==> src/rtl/imm_pkg.sv <==
// Shared types and constants for the immediate decode stage.
package imm_pkg;

    localparam int XLEN32 = 32;
    localparam int XLEN64 = 64;

    typedef enum logic [2:0] {
        IMM_I    = 3'b000,
        IMM_S    = 3'b001,
        IMM_B    = 3'b010,
        IMM_NONE = 3'b011,
        IMM_J    = 3'b100,
        IMM_U    = 3'b101,
        IMM_Z    = 3'b110,
        IMM_SH   = 3'b111
    } imm_src_e;

    typedef enum logic [1:0] {
        ST_EMPTY   = 2'b00,
        ST_PARTIAL = 2'b01,
        ST_FULL    = 2'b10
    } fifo_state_e;

endpackage

==> src/rtl/imm_expand.sv <==
// Combinational immediate expander: maps an instruction word and format
// select to an XLEN-wide immediate.
module imm_expand
    import imm_pkg::*;
#(
    parameter int XLEN = XLEN32
) (
    input  logic [31:0]     instr,
    input  logic [2:0]      imm_src,
    output logic [XLEN-1:0] imm
);

    // Opcode bits play no part in immediate generation.
    logic unused_opcode;
    assign unused_opcode = ^instr[6:0];

    always_comb begin
        imm = '0;
        case (imm_src)
            IMM_I:    imm = XLEN'($signed(instr[31:20]));
            IMM_S:    imm = XLEN'($signed({instr[31:25], instr[11:7]}));
            IMM_B:    imm = XLEN'($signed({instr[31], instr[7], instr[30:25],
                                           instr[11:8], 1'b0}));
            IMM_NONE: imm = '0;
            IMM_J:    imm = XLEN'($signed({instr[31], instr[19:12], instr[20],
                                           instr[30:21], 1'b0}));
            IMM_U:    imm = XLEN'($signed({instr[31:12], 12'b0}));
            IMM_Z:    imm = XLEN'(instr[19:15]);
            IMM_SH:   imm = (XLEN == XLEN64) ? XLEN'(instr[25:20])
                                             : XLEN'(instr[24:20]);
            default:  imm = '0;
        endcase
    end

endmodule

==> src/rtl/imm_decode_stage.sv <==
// Registered immediate decode stage: expands the immediate, adds it to the
// PC, and buffers {imm, target, tag} in a small FIFO towards execute.
//
// state      | meaning
// ST_EMPTY   | no buffered entries, out_valid low
// ST_PARTIAL | 1..DEPTH-1 entries buffered
// ST_FULL    | DEPTH entries buffered, in_ready low
module imm_decode_stage
    import imm_pkg::*;
#(
    parameter int XLEN  = XLEN32,
    parameter int DEPTH = 2,
    parameter int TAG_W = 5
) (
    input  logic             clk,
    input  logic             rst_n,
    input  logic             in_valid,
    output logic             in_ready,
    input  logic [31:0]      instr,
    input  logic [2:0]       ImmSrc,
    input  logic [XLEN-1:0]  in_pc,
    input  logic [TAG_W-1:0] in_tag,
    input  logic             flush,
    output logic             out_valid,
    input  logic             out_ready,
    output logic [XLEN-1:0]  out_imm,
    output logic [XLEN-1:0]  out_target,
    output logic [TAG_W-1:0] out_tag
);

    localparam int PTR_W = $clog2(DEPTH);
    localparam int CNT_W = PTR_W + 1;
    localparam logic [CNT_W-1:0] CNT_FULL = CNT_W'(DEPTH);

    logic [XLEN-1:0]  imm;
    logic [XLEN-1:0]  target;
    logic             push;
    logic             pop;

    logic [XLEN-1:0]  imm_q    [DEPTH];
    logic [XLEN-1:0]  imm_d    [DEPTH];
    logic [XLEN-1:0]  target_q [DEPTH];
    logic [XLEN-1:0]  target_d [DEPTH];
    logic [TAG_W-1:0] tag_q    [DEPTH];
    logic [TAG_W-1:0] tag_d    [DEPTH];

    logic [PTR_W-1:0] wr_ptr_q, wr_ptr_d;
    logic [PTR_W-1:0] rd_ptr_q, rd_ptr_d;
    logic [CNT_W-1:0] count_q, count_d;
    fifo_state_e      state_q, state_d;

    imm_expand #(.XLEN(XLEN)) u_expand (
        .instr   (instr),
        .imm_src (ImmSrc),
        .imm     (imm)
    );

    assign target = in_pc + imm;

    assign in_ready  = (state_q != ST_FULL);
    assign out_valid = (state_q != ST_EMPTY);
    assign push      = in_valid && in_ready;
    assign pop       = out_valid && out_ready;

    assign out_imm    = imm_q[rd_ptr_q];
    assign out_target = target_q[rd_ptr_q];
    assign out_tag    = tag_q[rd_ptr_q];

    always_comb begin
        imm_d    = imm_q;
        target_d = target_q;
        tag_d    = tag_q;
        wr_ptr_d = wr_ptr_q;
        rd_ptr_d = rd_ptr_q;
        count_d  = count_q;

        // Flush wins over any same-cycle push or pop; stored data is left as is.
        if (flush) begin
            wr_ptr_d = '0;
            rd_ptr_d = '0;
            count_d  = '0;
        end else begin
            if (push) begin
                imm_d[wr_ptr_q]    = imm;
                target_d[wr_ptr_q] = target;
                tag_d[wr_ptr_q]    = in_tag;
                wr_ptr_d           = wr_ptr_q + PTR_W'(1);
            end
            if (pop) begin
                rd_ptr_d = rd_ptr_q + PTR_W'(1);
            end
            case ({push, pop})
                2'b10:   count_d = count_q + CNT_W'(1);
                2'b01:   count_d = count_q - CNT_W'(1);
                default: count_d = count_q;
            endcase
        end

        if (count_d == '0) begin
            state_d = ST_EMPTY;
        end else if (count_d == CNT_FULL) begin
            state_d = ST_FULL;
        end else begin
            state_d = ST_PARTIAL;
        end
    end

    always_ff @(posedge clk or negedge rst_n) begin
        if (!rst_n) begin
            wr_ptr_q <= '0;
            rd_ptr_q <= '0;
            count_q  <= '0;
            state_q  <= ST_EMPTY;
            for (int i = 0; i < DEPTH; i++) begin
                imm_q[i]    <= '0;
                target_q[i] <= '0;
                tag_q[i]    <= '0;
            end
        end else begin
            wr_ptr_q <= wr_ptr_d;
            rd_ptr_q <= rd_ptr_d;
            count_q  <= count_d;
            state_q  <= state_d;
            imm_q    <= imm_d;
            target_q <= target_d;
            tag_q    <= tag_d;
        end
    end

endmodule

==> config.mk <==
export PLATFORM = sky130hd
export DESIGN_NAME = imm_decode_stage
export DESIGN_NICKNAME = d
export VERILOG_FILES = /design/src/rtl/imm_pkg.sv /design/src/rtl/imm_expand.sv /design/src/rtl/imm_decode_stage.sv
export SDC_FILE = /design/constraint.sdc
export NUM_CORES = 1
export LEC_CHECK = 0
export CAP_MARGIN = 25
export CORE_UTILIZATION = 58
export CTS_CLUSTER_SIZE = 12
export DETAILED_ROUTE_END_ITERATION = 12
export PLACE_DENSITY = 0.86
export SETUP_SLACK_MARGIN = 0.02
export SLEW_MARGIN = 5
export SYNTH_ARGS = -nofsm -noshare
export SYNTH_HDL_FRONTEND = slang
export SYNTH_HIERARCHICAL = 1
export SYNTH_SLANG_ARGS = --single-unit
==> constraint.sdc <==
create_clock -name clk -period 4.71 [get_ports clk]
set_input_delay 0.7065 -clock clk [delete_from_list [all_inputs] [get_ports clk]]
set_output_delay 0.7065 -clock clk [all_outputs]
set_load 0.01 [all_outputs]
# Word level (Yosys, flattened, before mapping)

Index checks and enable logic that the tools add are counted.

Flip-flop bits (word level): 144
Logic and storage cells: 66
Bits of input ports: 77
Output and inout port bits: 71

Order comparisons: 3
Equal/unequal tests: 11
Reduce and logical (&&, ||, !) cells: 9
Multiplexer cells: 25
Bitwise logic cells: 3
Add/subtract/negate cells: 5

Operators with widths:

| cell                                                 | number |
|---|---|
| one-hot mux 32 bit (8 select lines)                  | 1 |
| 2-to-1 mux 32 bit                                    | 7 |
| bitwise mux 64 bit                                   | 2 |
| adder 32 bit                                         | 1 |
| demux 32 bit (select 1 bit)                          | 1 |
| 2-to-1 mux 5 bit                                     | 4 |
| equality test 3 bit (second input constant)          | 4 |
| bitwise mux 10 bit                                   | 1 |
| equality test 3 x 2 -> 1 bit (second input constant) | 2 |
| 2-to-1 mux 2 bit                                     | 3 |
| nonzero test 2 bit                                   | 3 |
| demux 5 bit (select 1 bit)                           | 1 |
| equality test 2 bit (second input constant)          | 2 |
| >= comparator 2 bit (second input constant)          | 2 |
| 2-to-1 mux 1 bit                                     | 4 |
| NOT 1 -> 2 bit                                       | 2 |
| one-hot mux 2 bit (2 select lines)                   | 1 |
| equality test 3 x 1 -> 1 bit (second input constant) | 1 |
| logical AND 1 bit                                    | 3 |
| logical NOT 3 bit                                    | 1 |
| adder 1 bit (second input constant)                  | 2 |
| adder 2 x 1 -> 2 bit (second input constant)         | 1 |
| equality test 2 x 1 -> 1 bit (second input constant) | 1 |
| logical NOT 2 bit                                    | 1 |
| 5 further kinds                                      | 5 |

# Depth between registers and ports, before layout

Word-level depth: 8
Mapped depth: 14
Gate-level depth less buffers: 12

# Modules after synthesis

The synthesis kept the hierarchy.

Modules (own cells, without submodules):

| module           | area each (um^2) | cells an instance | sequential area each (um^2) | instances |
|---|---|---|---|---|
| imm_decode_stage | 8224.1           | 921               | 3578.4                      | 1 |
| imm_expand       | 503.0            | 67                | 0.0                         | 1 |

# Worst setup path before layout

Ideal clock, no wire load.

Kind: input -> register
Start point: input port ImmSrc[0]
End point: register target_q[26] (netlist bit)
Library setup time: 125 ps
Path buffers: 1
Setup slack: 1078 ps
Required time: 4585 ps
Arrival time: 3507 ps
Stages: 13
Path through: buf_4 -> or2_2 -> o2111ai_1 -> o31ai_1 -> ha_1 -> fa_1 -> a211o_1 -> a211o_1 -> o2111ai_4 -> o21ai_4 -> a31oi_4 -> xnor2_1 -> mux2_2

Longest elaborated chain between the ends: 4
Elaborated cells on any way between the ends: 11
Classes of those cells: add/sub: 1; eq/ne: 7; mux: 2; reduce/logical: 1

RTL lines:

| item                                        | RTL line                | RTL |
|---|---|---|
| from (decl)                                 | imm_decode_stage.sv:20  | `input logic [2:0] ImmSrc,` |
| equality test 3 bit (tied with other cells) | imm_expand.sv:19        | `case (imm_src)` |
| one-hot mux 32 bit (8 select lines) (*)     | imm_expand.sv:19        |  |
| named net imm[0]                            | imm_decode_stage.sv:35  | `logic [XLEN-1:0] imm;` |
| adder 32 bit (*)                            | imm_decode_stage.sv:58  | `assign target = in_pc + imm;` |
| bitwise mux 64 bit (*)                      | imm_decode_stage.sv:85  | `target_d[wr_ptr_q] = target;` |
| to (signal assigned)                        | imm_decode_stage.sv:125 | `target_q <= target_d;` |
| to (decl)                                   | imm_decode_stage.sv:42  | `logic [XLEN-1:0] target_q [DEPTH];` |

The timed path passes the listed nets; every way through them passes the cells marked *.
A chain may end at the register's enable or synchronous reset.

# Worst setup path in the final report

Start point: input port ImmSrc[2]
End point: register target_q[31] (netlist bit)

Same word-level chain as after synthesis.

==> impl_metrics.toml <==
[outcome]
status = "finished clean"

[critical_path]
cp-start-kind = "input port"
critical_path_class = "input port to flip-flop"
arrival_ns = 4.45
crit_path_max_fanout = 13
rr_endpoint = "target_q[59]"
path_delay_family = "compound AO/OA/AOI/OAI gates"
r2r-start = "state_q[0]"
reg2regPathDepth = 6
required_ns = 5.02
critPathBufInv = 1
crit_chain = "clkdlybuf4s50_1 > nor2b_1 > and2_4 > a21o_1 > ha_1 > a21o_1 > a211oi_1 > o211ai_1 > a21oi_1 > a2bb2oi_1 > o211ai_1 > mux2_2"
end_kind = "flip-flop"
cpMaxStageDelayCell = "clkdlybuf4s50_1"
cpPeakStageDelay_ns = 0.74
rrSetupSlack_ns = 2.26

[cts]
clock-sinks = 143
hold_buffers = 0
clk_latency_ns = 0.43
cts_tree = "done"
clockBufferDepth = 2
post_cts_buffers = 0
post_cts_resized = 0
numCtsBuffers = 17
clk_pin_slew_ns = 0.06
ctsRootBufferMaster = "clkbuf_16"
h-tree-depth = 4

[grt]
grt_usage = 0.310
grt_max_degree = 86
grt_overflow_total = 0
grt_pass1_vias = 7471
antenna_found_initial = 0
grt_pass1_wl_mm = 38.0

[sta]
clock_skew_ns = 0.00752
setup_ws_ns = 0.565
fin_crit_ns = 4.14
timing.final.crit_share = 0.880
tightest_slew_ns = 1.02
slew_headroom = 0.317
max_freq_mhz = 241
hold_viol = 0
finalSetupViolCount = 0
tns_ns = 0
rsz0062_at_grt = "false"
slew_violations = 0

[detailed_routing]
wl_per_cell_um = 18.1
finalWirelength_mm = 23.6
first_iter_violations = 657
drc = 0
drt_pass1_iterations = 5
drtAntennaViolNets = 0
drt-vias-per-instance = 5.93
vias = 7717

[run]
drv_cap = 0

[cells_and_area]
layout-drive-gt1-share = 0.146
antenna_cells = 0
final_nets = 1215
area_growth_pct = 24.4
post-route-util = 0.744

[logic_synthesis]
yosys-top-cells-area = "dfrtp_1, nand2_1, mux2_2"
synth_compound_area_frac = 0.143
synth_enable_flop_cells = 0
synthCells = 988
synthFlopType = "dfrtp_1"
yosysSeqAreaShare = 0.410
synth_xor_area_frac = 0.0271
ys_async_sr_fraction = 1.00
yosysWarnings = 6
syn_area_per_cell_um2 = 8.83
synth_nets = 1098
synth_top_area_share = 0.410
synth_fa_ha_area_frac = 0.0495
synth.most_common_cell = "nand2_1"
synth-simple-area-share = 0.211
synth_top_family_by_area = "simple AND/OR/NAND/NOR gates"
synthMuxAreaShare = 0.126
synth_cell_types = 71
ys_ff_latch = 143
synthTopCellsByCount = "nand2_1, dfrtp_1, mux2_2"
syn_area_um2 = 8730
synth_top_cell_by_area = "dfrtp_1"

[power]
p_per_area_nw_per_um2 = 570
power_leakage_nw = 5.19
vdd_drop_max_mv = 0.445
total_power_mw = 6.19

[floorplan]
die_area_um2 = 15500
start_util = 0.598
core_um2 = 14600
die_x_um = 125
num_io_pins = 148
rows = 44
fp.dieH_um = 125

[place]
gp_congestion = 0.966
io_buffers = 140
place_ws_ns = 0.227
hpwl_mm = 16.5

[hold_path]
hold_class = "input port to asynchronous set/reset pin"
registers in the layout, indices dropped and copies added (netlist names):
name,cells
state_q,2
wr_ptr_q,1
rd_ptr_q,1
tag_q,10
count_q,1
target_q,64
imm_q,64
logic make-up after synthesis:
group,Yosys count
fa+ha+maj,34
buf+inv,66
mux,98
compound gates,176
flops,143
xor+xnor,27
simple gates,444
worst max path at each step:
stage | startpoint | to | depth (start not counted)
after global placement | ImmSrc[2] | target_q[63] | 12
after CTS | ImmSrc[2] | target_q[63] | 12
after global routing | ImmSrc[2] | target_q[59] | 12
after detailed placement | ImmSrc[2] | target_q[31] | 12
after floorplan | ImmSrc[0] | target_q[26] | 13
final | ImmSrc[2] | target_q[31] | 12
cell type report:
type | count | area (µm²)
clock buffer | 19 | 433
multi-input combinational | 779 | 4870
sequential | 143 | 3580
fill | 1071 | 3730
clock inverter | 13 | 186
inverter | 10 | 37.5
timing repair buffer | 154 | 1520
tap | 184 | 230
metrics by stage:
stage | instance area [µm²] | hold WS (ns) | cells
final | 10900 | 0.324 | 1302
after global routing | 10900 | 0.396 | 1302
after CTS | 10900 | 0.376 | 1302
after detailed placement | 10200 | 0.458 | 1270
after global placement | 10200 | 0.453 | 1270
after floorplan | 8730 | 0.411 | 988
power breakdown:
part / switching (mW) / total, mW / internal, mW
sequential: 0.320 / 2.10 / 1.78
clock: 0.536 / 1.43 / 0.889
combinational: 1.23 / 2.67 / 1.43
total: 2.09 / 6.19 / 4.10
cells in the final DEF (no fill, tap or decap), drive strengths merged, types with 16 or more instances in the layout:
| cell | Yosys | layout |
|---|---|---|
| o21ai | 23 | 23 |
| nand2 | 337 | 337 |
| mux2 | 93 | 93 |
| dfrtp | 143 | 143 |
| a21o | 31 | 31 |
| a21oi | 49 | 49 |
| clkdlybuf4s50 | 0 | 139 |
| clkbuf | 34 | 19 |
| nor2 | 39 | 39 |
| ha | 32 | 32 |
| xnor2 | 16 | 16 |
layer usage:
layer | GRT usage | vias to the layer above | share of wire
met5 | 0 | - | 0
met4 | 0.128 | 0 | 0.030
met3 | 0.0541 | 55 | 0.061
met2 | 0.514 | 332 | 0.49
met1 | 0.401 | 3707 | 0.42
li1 | - | 3623 | -
(Power assumes the default switching activity.)
